==> config.mk <==
export PLATFORM = sky130hd
export DESIGN_NAME = clk_div_ctrl
export DESIGN_NICKNAME = d
export VERILOG_FILES = /design/src/rtl/clk_div_pkg.sv /design/src/rtl/clk_div_ctrl_div_core.sv /design/src/rtl/clk_div_ctrl.sv
export SDC_FILE = /design/constraint.sdc
export NUM_CORES = 1
export LEC_CHECK = 0
export ABC_CLOCK_PERIOD_IN_PS = 6500
export CORE_ASPECT_RATIO = 0.9
export CORE_UTILIZATION = 50
export DETAILED_ROUTE_END_ITERATION = 7
export DONT_BUFFER_PORTS = 1
export PLACE_DENSITY_LB_ADDON = 0.05
export SYNTH_ARGS = -nofsm -noshare
export SYNTH_HDL_FRONTEND = slang
export SYNTH_SLANG_ARGS = --single-unit
==> constraint.sdc <==
create_clock -name clk -period 6.5 [get_ports clk]
set_clock_uncertainty 0.15 [all_clocks]
set_input_delay 1.625 -clock clk [delete_from_list [all_inputs] [get_ports clk]]
set_output_delay 1.625 -clock clk [all_outputs]
set_load 0.02 [all_outputs]
==> src/rtl/clk_div_pkg.sv <==
`default_nettype none
// +--------------------------------------------------------------------------+
// | Module      : clk_div_pkg                                                |
// | Description : Shared types and constants for the programmable clock-     |
// |               enable divider (controller state encoding, minimum ratio). |
// | Revision    : 1.0 - initial release                                      |
// +--------------------------------------------------------------------------+
package clk_div_pkg;

   // Controller states. SWITCH means a new ratio is parked in the pending
   // register, waiting for the current period to finish.
   typedef enum logic [1:0] {
      STOP   = 2'd0,
      RUN    = 2'd1,
      SWITCH = 2'd2
   } state_e;

   // Smallest ratio that still yields both a low and a high phase.
   localparam int unsigned MIN_DIV = 2;

endpackage : clk_div_pkg
`default_nettype wire

==> src/rtl/clk_div_ctrl_div_core.sv <==
`default_nettype none
// +--------------------------------------------------------------------------+
// | Module      : div_core                                                   |
// | Description : Period counter with registered square-wave and tick        |
// |               outputs. Holds the ratio currently in effect.              |
// | Ports       : clk, rst      - clock, synchronous active-high reset       |
// |               run           - count while high; hold count 0 when low    |
// |               load/load_div - replace the ratio (only issued in STOP or  |
// |                               on the last count of a period)             |
// |               cur_div       - ratio in effect                            |
// |               at_end        - count is on the last step of the period    |
// |               div_out, tick - divided output, end-of-period pulse        |
// | Revision    : 1.0 - initial release                                      |
// +--------------------------------------------------------------------------+
module div_core
   import clk_div_pkg::*;
#(
   parameter int CNT_W       = 8,
   parameter int DEFAULT_DIV = 4
) (
   input  logic             clk,
   input  logic             rst,
   input  logic             run,
   input  logic             load,
   input  logic [CNT_W-1:0] load_div,
   output logic [CNT_W-1:0] cur_div,
   output logic             at_end,
   output logic             div_out,
   output logic             tick
);

   logic [CNT_W-1:0] count_q,   count_d;
   logic [CNT_W-1:0] cur_div_q, cur_div_d;
   logic             div_out_q, div_out_d;
   logic             tick_q,    tick_d;

   assign at_end = (count_q == cur_div_q - CNT_W'(1));

   always_comb begin
      cur_div_d = load ? load_div : cur_div_q;

      // A load always lands on a period boundary, so the counter restarts.
      count_d = '0;
      if (run && !load && !at_end) begin
         count_d = count_q + CNT_W'(1);
      end

      // Compare against the ratio of the cycle being entered so a freshly
      // loaded ratio shapes its very first period.
      div_out_d = run && (count_d >= (cur_div_d >> 1));
      tick_d    = run && at_end;
   end

   always_ff @(posedge clk) begin
      if (rst) begin
         count_q   <= '0;
         cur_div_q <= CNT_W'(DEFAULT_DIV);
         div_out_q <= 1'b0;
         tick_q    <= 1'b0;
      end else begin
         count_q   <= count_d;
         cur_div_q <= cur_div_d;
         div_out_q <= div_out_d;
         tick_q    <= tick_d;
      end
   end

   assign cur_div = cur_div_q;
   assign div_out = div_out_q;
   assign tick    = tick_q;

endmodule : div_core
`default_nettype wire

==> src/rtl/clk_div_ctrl.sv <==
`default_nettype none
// +--------------------------------------------------------------------------+
// | Module      : clk_div_ctrl                                               |
// | Description : Programmable clock-enable divider with run/stop control    |
// |               and a ratio handshake. Ratio changes only take effect at   |
// |               period boundaries so div_out never shows a runt pulse.     |
// | Ports       : clk, rst            - clock, sync active-high reset        |
// |               en                  - run request (level)                  |
// |               cfg_valid/cfg_div   - offered ratio                        |
// |               cfg_ready           - ratio can be accepted                |
// |               cfg_err             - one-cycle pulse on rejected ratio    |
// |               div_out, tick       - divided output, end-of-period pulse  |
// |               busy                - controller not stopped               |
// |               cur_div             - ratio in effect                      |
// | Revision    : 1.0 - initial release                                      |
// +--------------------------------------------------------------------------+
module clk_div_ctrl
   import clk_div_pkg::*;
#(
   parameter int CNT_W       = 8,
   parameter int DEFAULT_DIV = 4
) (
   input  logic             clk,
   input  logic             rst,
   input  logic             en,
   input  logic             cfg_valid,
   input  logic [CNT_W-1:0] cfg_div,
   output logic             cfg_ready,
   output logic             cfg_err,
   output logic             div_out,
   output logic             tick,
   output logic             busy,
   output logic [CNT_W-1:0] cur_div
);

   state_e           state_q,   state_d;
   logic [CNT_W-1:0] pending_q, pending_d;
   logic             cfg_err_q, cfg_err_d;

   logic             accept;
   logic             cfg_ok;
   logic             at_end;
   logic             load;
   logic [CNT_W-1:0] load_div;

   // Only a parked ratio blocks new offers.
   assign cfg_ready = (state_q != SWITCH);
   assign busy      = (state_q != STOP);
   assign accept    = cfg_valid && cfg_ready;
   assign cfg_ok    = (cfg_div >= CNT_W'(MIN_DIV));

   always_comb begin
      state_d   = state_q;
      pending_d = pending_q;
      load      = 1'b0;
      load_div  = cfg_div;
      cfg_err_d = accept && !cfg_ok;

      case (state_q)
         STOP: begin
            if (accept && cfg_ok) begin
               load = 1'b1;
            end
            if (en) begin
               state_d = RUN;
            end
         end

         RUN: begin
            if (accept && cfg_ok && !at_end) begin
               state_d   = SWITCH;
               pending_d = cfg_div;
            end else if (at_end) begin
               // A ratio offered on the last count lands on the same edge
               // as the wrap, so no parking is needed.
               if (accept && cfg_ok) begin
                  load = 1'b1;
               end
               if (!en) begin
                  state_d = STOP;
               end
            end
         end

         SWITCH: begin
            if (at_end) begin
               load     = 1'b1;
               load_div = pending_q;
               state_d  = en ? RUN : STOP;
            end
         end

         default: begin
            state_d = STOP;
         end
      endcase
   end

   always_ff @(posedge clk) begin
      if (rst) begin
         state_q   <= STOP;
         pending_q <= '0;
         cfg_err_q <= 1'b0;
      end else begin
         state_q   <= state_d;
         pending_q <= pending_d;
         cfg_err_q <= cfg_err_d;
      end
   end

   assign cfg_err = cfg_err_q;

   div_core #(
      .CNT_W       (CNT_W),
      .DEFAULT_DIV (DEFAULT_DIV)
   ) u_div_core (
      .clk      (clk),
      .rst      (rst),
      .run      (busy),
      .load     (load),
      .load_div (load_div),
      .cur_div  (cur_div),
      .at_end   (at_end),
      .div_out  (div_out),
      .tick     (tick)
   );

endmodule : clk_div_ctrl
`default_nettype wire

==> reports/qor.log <==
INFO  run_status     outcome=complete, no violations
INFO  logic_synthesis synth_area_leaders=sky130_fd_sc_hd__dfxtp_1, sky130_fd_sc_hd__ha_1, sky130_fd_sc_hd__mux2_2, sky130_fd_sc_hd__nor3_1, sky130_fd_sc_hd__nor2_1
INFO  layout         area_occupied_by_multi_input_gates=0.00120mm2
INFO  logic_synthesis synthCells=212
INFO  clock_tree     clk_root_buffer_cell=sky130_fd_sc_hd__clkbuf_8
INFO  die            floorplan.die_area=0.00394mm2
INFO  worst_setup_path critPathLaunchType=primary input
INFO  clock_tree     path_clk_slew=60ps
INFO  die            io_count=25
INFO  clock_tree     cts_setup_buffers=0
INFO  worst_setup_path worst_r2r_startpoint=u_div_core.cur_div[0]$_SDFFE_PP0N_
INFO  job            maxcap_viol_count=0
INFO  clock_tree     htreeDepth=2
INFO  worst_setup_path worst_r2r_endpoint=u_div_core.div_out$_SDFF_PP0_
INFO  worst_setup_path rrSetupSlack=1990ps
INFO  grt            global_route_usage_over_all_layers=23.3%
INFO  logic_synthesis netlist_area=0.00185mm2
INFO  logic_synthesis synth_warnings=0
INFO  layout         layout-drive-gt1-share=15.6%
INFO  layout         n_antenna_cell=0
INFO  logic_synthesis avgSynthCellArea=8.72um2
INFO  timing         final.min_clock_period=4800ps
INFO  clock_tree     cts_max_path_buffers=2
INFO  clock_tree     tritoncts_num_sinks=29
INFO  worst_setup_path destination_of_the_critical_timing_path=u_div_core.div_out$_SDFF_PP0_
INFO  grt            first_pass_grt_wire_length=6800um
INFO  routing        routed-via-count=1552
INFO  clock_tree     cts_inserted_buffers=5
INFO  die            placeableCoreArea=0.00345mm2
INFO  worst_setup_path critPathLaunch=cfg_div[3]
INFO  layout         syn_to_final_growth=6.77%
INFO  power          ir_drop=0.000200V
INFO  grt            vias_in_the_first_global_route=1494
INFO  routing        wl_per_cell=16.5um
INFO  logic_synthesis post_synth_cell_types=45
INFO  routing        post-route-drc-count=0
INFO  layout         layout.cells.most_common=sky130_fd_sc_hd__dfxtp_1
INFO  logic_synthesis synth_top_flop_cell=sky130_fd_sc_hd__dfxtp_1
INFO  grt            grt_overflow_total=0
INFO  placed_design  io_buffer_count=0
INFO  timing         layout_worst_path_cycle_share=73.9%
INFO  clock_tree     postCtsResizedCells=0
INFO  worst_setup_path critPathRequiredTime=6510ps
INFO  timing         worst_slew_pin_tran=1070ps
INFO  clock_tree     clk_latency=270ps
INFO  clock_tree     tritoncts=yes
INFO  logic_synthesis ys_seq_elements=29
INFO  die            initial_utilization=53.5%
INFO  logic_synthesis synth.yosys.seq_area_share=31.4%
INFO  layout         ff_latch_area=581um2
INFO  timing         max_slew_margin=28.5%
INFO  logic_synthesis synth_edf_count=0
INFO  layout         net_total_in_the_final_layout=232
INFO  logic_synthesis proportion_of_synthesized_flip_flops_having_asynchronous_set_or_reset=0%
INFO  logic_synthesis synthesis.nets=233
INFO  timing         hold_violations=0
INFO  timing         rsz_0062_raised_after_global_routing=no
INFO  routing        antenna_violating_nets_post_route=0
INFO  timing         finalSetupViolCount=0
INFO  routing        detail_route.first_pass.iterations=4
INFO  layout         fillers=296
INFO  placed_design  detailed_place_hpwl=3240um
INFO  power          total_leakage_power=0.772nW
INFO  die            die_width=66.1um
INFO  power          power.density=239mW/mm2
INFO  timing         max_freq=208MHz
INFO  logic_synthesis synthDominantAreaCellType=sky130_fd_sc_hd__dfxtp_1
INFO  worst_setup_path worstPathArrival=4810ps
INFO  timing         final_max_slew_viol_count=0
INFO  logic_synthesis synthDominantCellAreaShare=31.4%
INFO  routing        initialDrtViolationCount=102
INFO  clock_tree     holdBufCountCts=0
INFO  power          report.power.total=0.472mW
INFO  worst_setup_path crit_type=in -> reg
INFO  placed_design  finalWeightedCongestion=0.838
INFO  worst_setup_path crit_path_end_kind=register
INFO  grt            grt_antenna_before_repair=0
INFO  timing         final.setup.tns=0ps
INFO  die            std_cell_rows=20
INFO  die            die_h=59.7um
INFO  routing        drt-vias-per-instance=6.06
INFO  worst_setup_path timing.critical_path.fanout_max=11
INFO  worst_hold_path worst_hold_path_type=reg -> reg
INFO  worst_setup_path reg2reg_depth=16
INFO  layout         most-common-layout-cells=sky130_fd_sc_hd__dfxtp_1, sky130_fd_sc_hd__nor2_1, sky130_fd_sc_hd__nor3_1, sky130_fd_sc_hd__nand2_1, sky130_fd_sc_hd__ha_1
INFO  routing        wirelength=4230um
INFO  grt            grt_start_max_net_pins=29
INFO  layout         final_core_utilization=57.1%
==> stage by stage <==
step	setup slack, ps	hold WS, ps	cells	area, um2
2_1_floorplan	2170	309	212	1850
3_3_place_gp	1590	322	248	1870
3_5_place_dp	1470	340	248	1870
4_1_cts	1740	357	256	1970
5_1_grt	1350	378	256	1970
6_report	1700	350	256	1970
==> critical path, stage by stage <==
cell and delay, ps:
sky130_fd_sc_hd__nor4_1 240, sky130_fd_sc_hd__nand2_1 140, sky130_fd_sc_hd__nand2_1 120, sky130_fd_sc_hd__nor2_1 70
sky130_fd_sc_hd__o211ai_1 860, sky130_fd_sc_hd__a21oi_1 230, sky130_fd_sc_hd__a31oi_1 210, sky130_fd_sc_hd__ha_1 250
sky130_fd_sc_hd__nand2b_1 140, sky130_fd_sc_hd__a21o_1 180, sky130_fd_sc_hd__a21oi_1 140, sky130_fd_sc_hd__nor2b_1 50
sky130_fd_sc_hd__o21ai_0 150, sky130_fd_sc_hd__a21oi_1 90, sky130_fd_sc_hd__o311a_1 330
==> final cells by class <==
| type | instances | share of cell area (%) |
|---|---|---|
| multi-input cells | 166 | 60.7 |
| flip-flops and latches | 29 | 29.4 |
| clock buffers | 7 | 4.88 |
| well taps | 44 | 2.79 |
| inverters | 8 | 1.52 |
| repair buffers | 1 | 0.380 |
| clock inverters | 1 | 0.254 |
==> state kept, by name (all words and copies together), names as in the netlist <==
name / cells
u_div_core.tick: 1
state_q: 2
pending_q: 8
u_div_core.div_out: 1
u_div_core.cur_div: 8
u_div_core.count_q: 8
cfg_err: 1
==> metal layers <==
layer / global-route usage, % / share of wire, % / up-vias
met1: 29.7 / 45 / 725
met3: 8.59 / 8.4 / 6
li1: - / - / 766
met2: 35.7 / 45 / 55
met4: 9.12 / 1.3 / 0
met5: 0 / 0 / -
==> Yosys cell counts, types with 2 or more instances <==
cell,count
sky130_fd_sc_hd__a211oi_1,6
sky130_fd_sc_hd__a21oi_1,5
sky130_fd_sc_hd__a21oi_2,6
sky130_fd_sc_hd__a311oi_1,2
sky130_fd_sc_hd__a31oi_1,3
sky130_fd_sc_hd__and3_1,3
sky130_fd_sc_hd__buf_1,2
sky130_fd_sc_hd__clkbuf_1,5
sky130_fd_sc_hd__dfxtp_1,29
sky130_fd_sc_hd__ha_1,9
sky130_fd_sc_hd__inv_1,8
sky130_fd_sc_hd__mux2_2,8
sky130_fd_sc_hd__mux2i_1,8
sky130_fd_sc_hd__nand2_1,10
sky130_fd_sc_hd__nand3_1,6
sky130_fd_sc_hd__nand4_1,2
sky130_fd_sc_hd__nor2_1,22
sky130_fd_sc_hd__nor2b_1,3
sky130_fd_sc_hd__nor3_1,17
sky130_fd_sc_hd__nor4_1,4
sky130_fd_sc_hd__o2111a_1,2
sky130_fd_sc_hd__o211ai_1,2
sky130_fd_sc_hd__o21ai_0,6
sky130_fd_sc_hd__or2_1,6
sky130_fd_sc_hd__or2_2,3
sky130_fd_sc_hd__or3_1,3
sky130_fd_sc_hd__xnor2_1,8
sky130_fd_sc_hd__xor2_1,7
==> worst min path at each step <==
stage	slack (ps)	end	cells after the start	start
floorplan	310	pending_q[0]$_SDFFE_PP0P_	2	pending_q[0]$_SDFFE_PP0P_
global placement	320	pending_q[7]$_SDFFE_PP0P_	2	pending_q[7]$_SDFFE_PP0P_
detailed placement	340	pending_q[5]$_SDFFE_PP0P_	2	pending_q[5]$_SDFFE_PP0P_
CTS	360	pending_q[5]$_SDFFE_PP0P_	2	pending_q[5]$_SDFFE_PP0P_
global route	380	pending_q[5]$_SDFFE_PP0P_	2	pending_q[5]$_SDFFE_PP0P_
finish	350	pending_q[3]$_SDFFE_PP0P_	2	pending_q[3]$_SDFFE_PP0P_
==> kinds of logic (layout without fill, tap and decap cells) <==
kind of cell,count (synthesis),in the layout,share of synthesized area (%)
adder cells (fa/ha/maj),9,9,6.09
multiplexers,16,16,9.21
AND/OR/NAND/NOR,87,87,24.7
flip-flops,29,29,31.4
buffers and inverters,17,17,3.72
XOR/XNOR,15,15,7.11
AO/OA/AOI/OAI,39,39,17.7
==> report_power, final <==
| group | switching (mW) | total (mW) | internal (mW) |
|---|---|---|---|
| clock | 0.0692 | 0.165 | 0.0956 |
| sequential | 0.0212 | 0.208 | 0.187 |
| combinational | 0.0590 | 0.0986 | 0.0396 |
| total | 0.149 | 0.472 | 0.323 |
(Power assumes the default switching activity.)
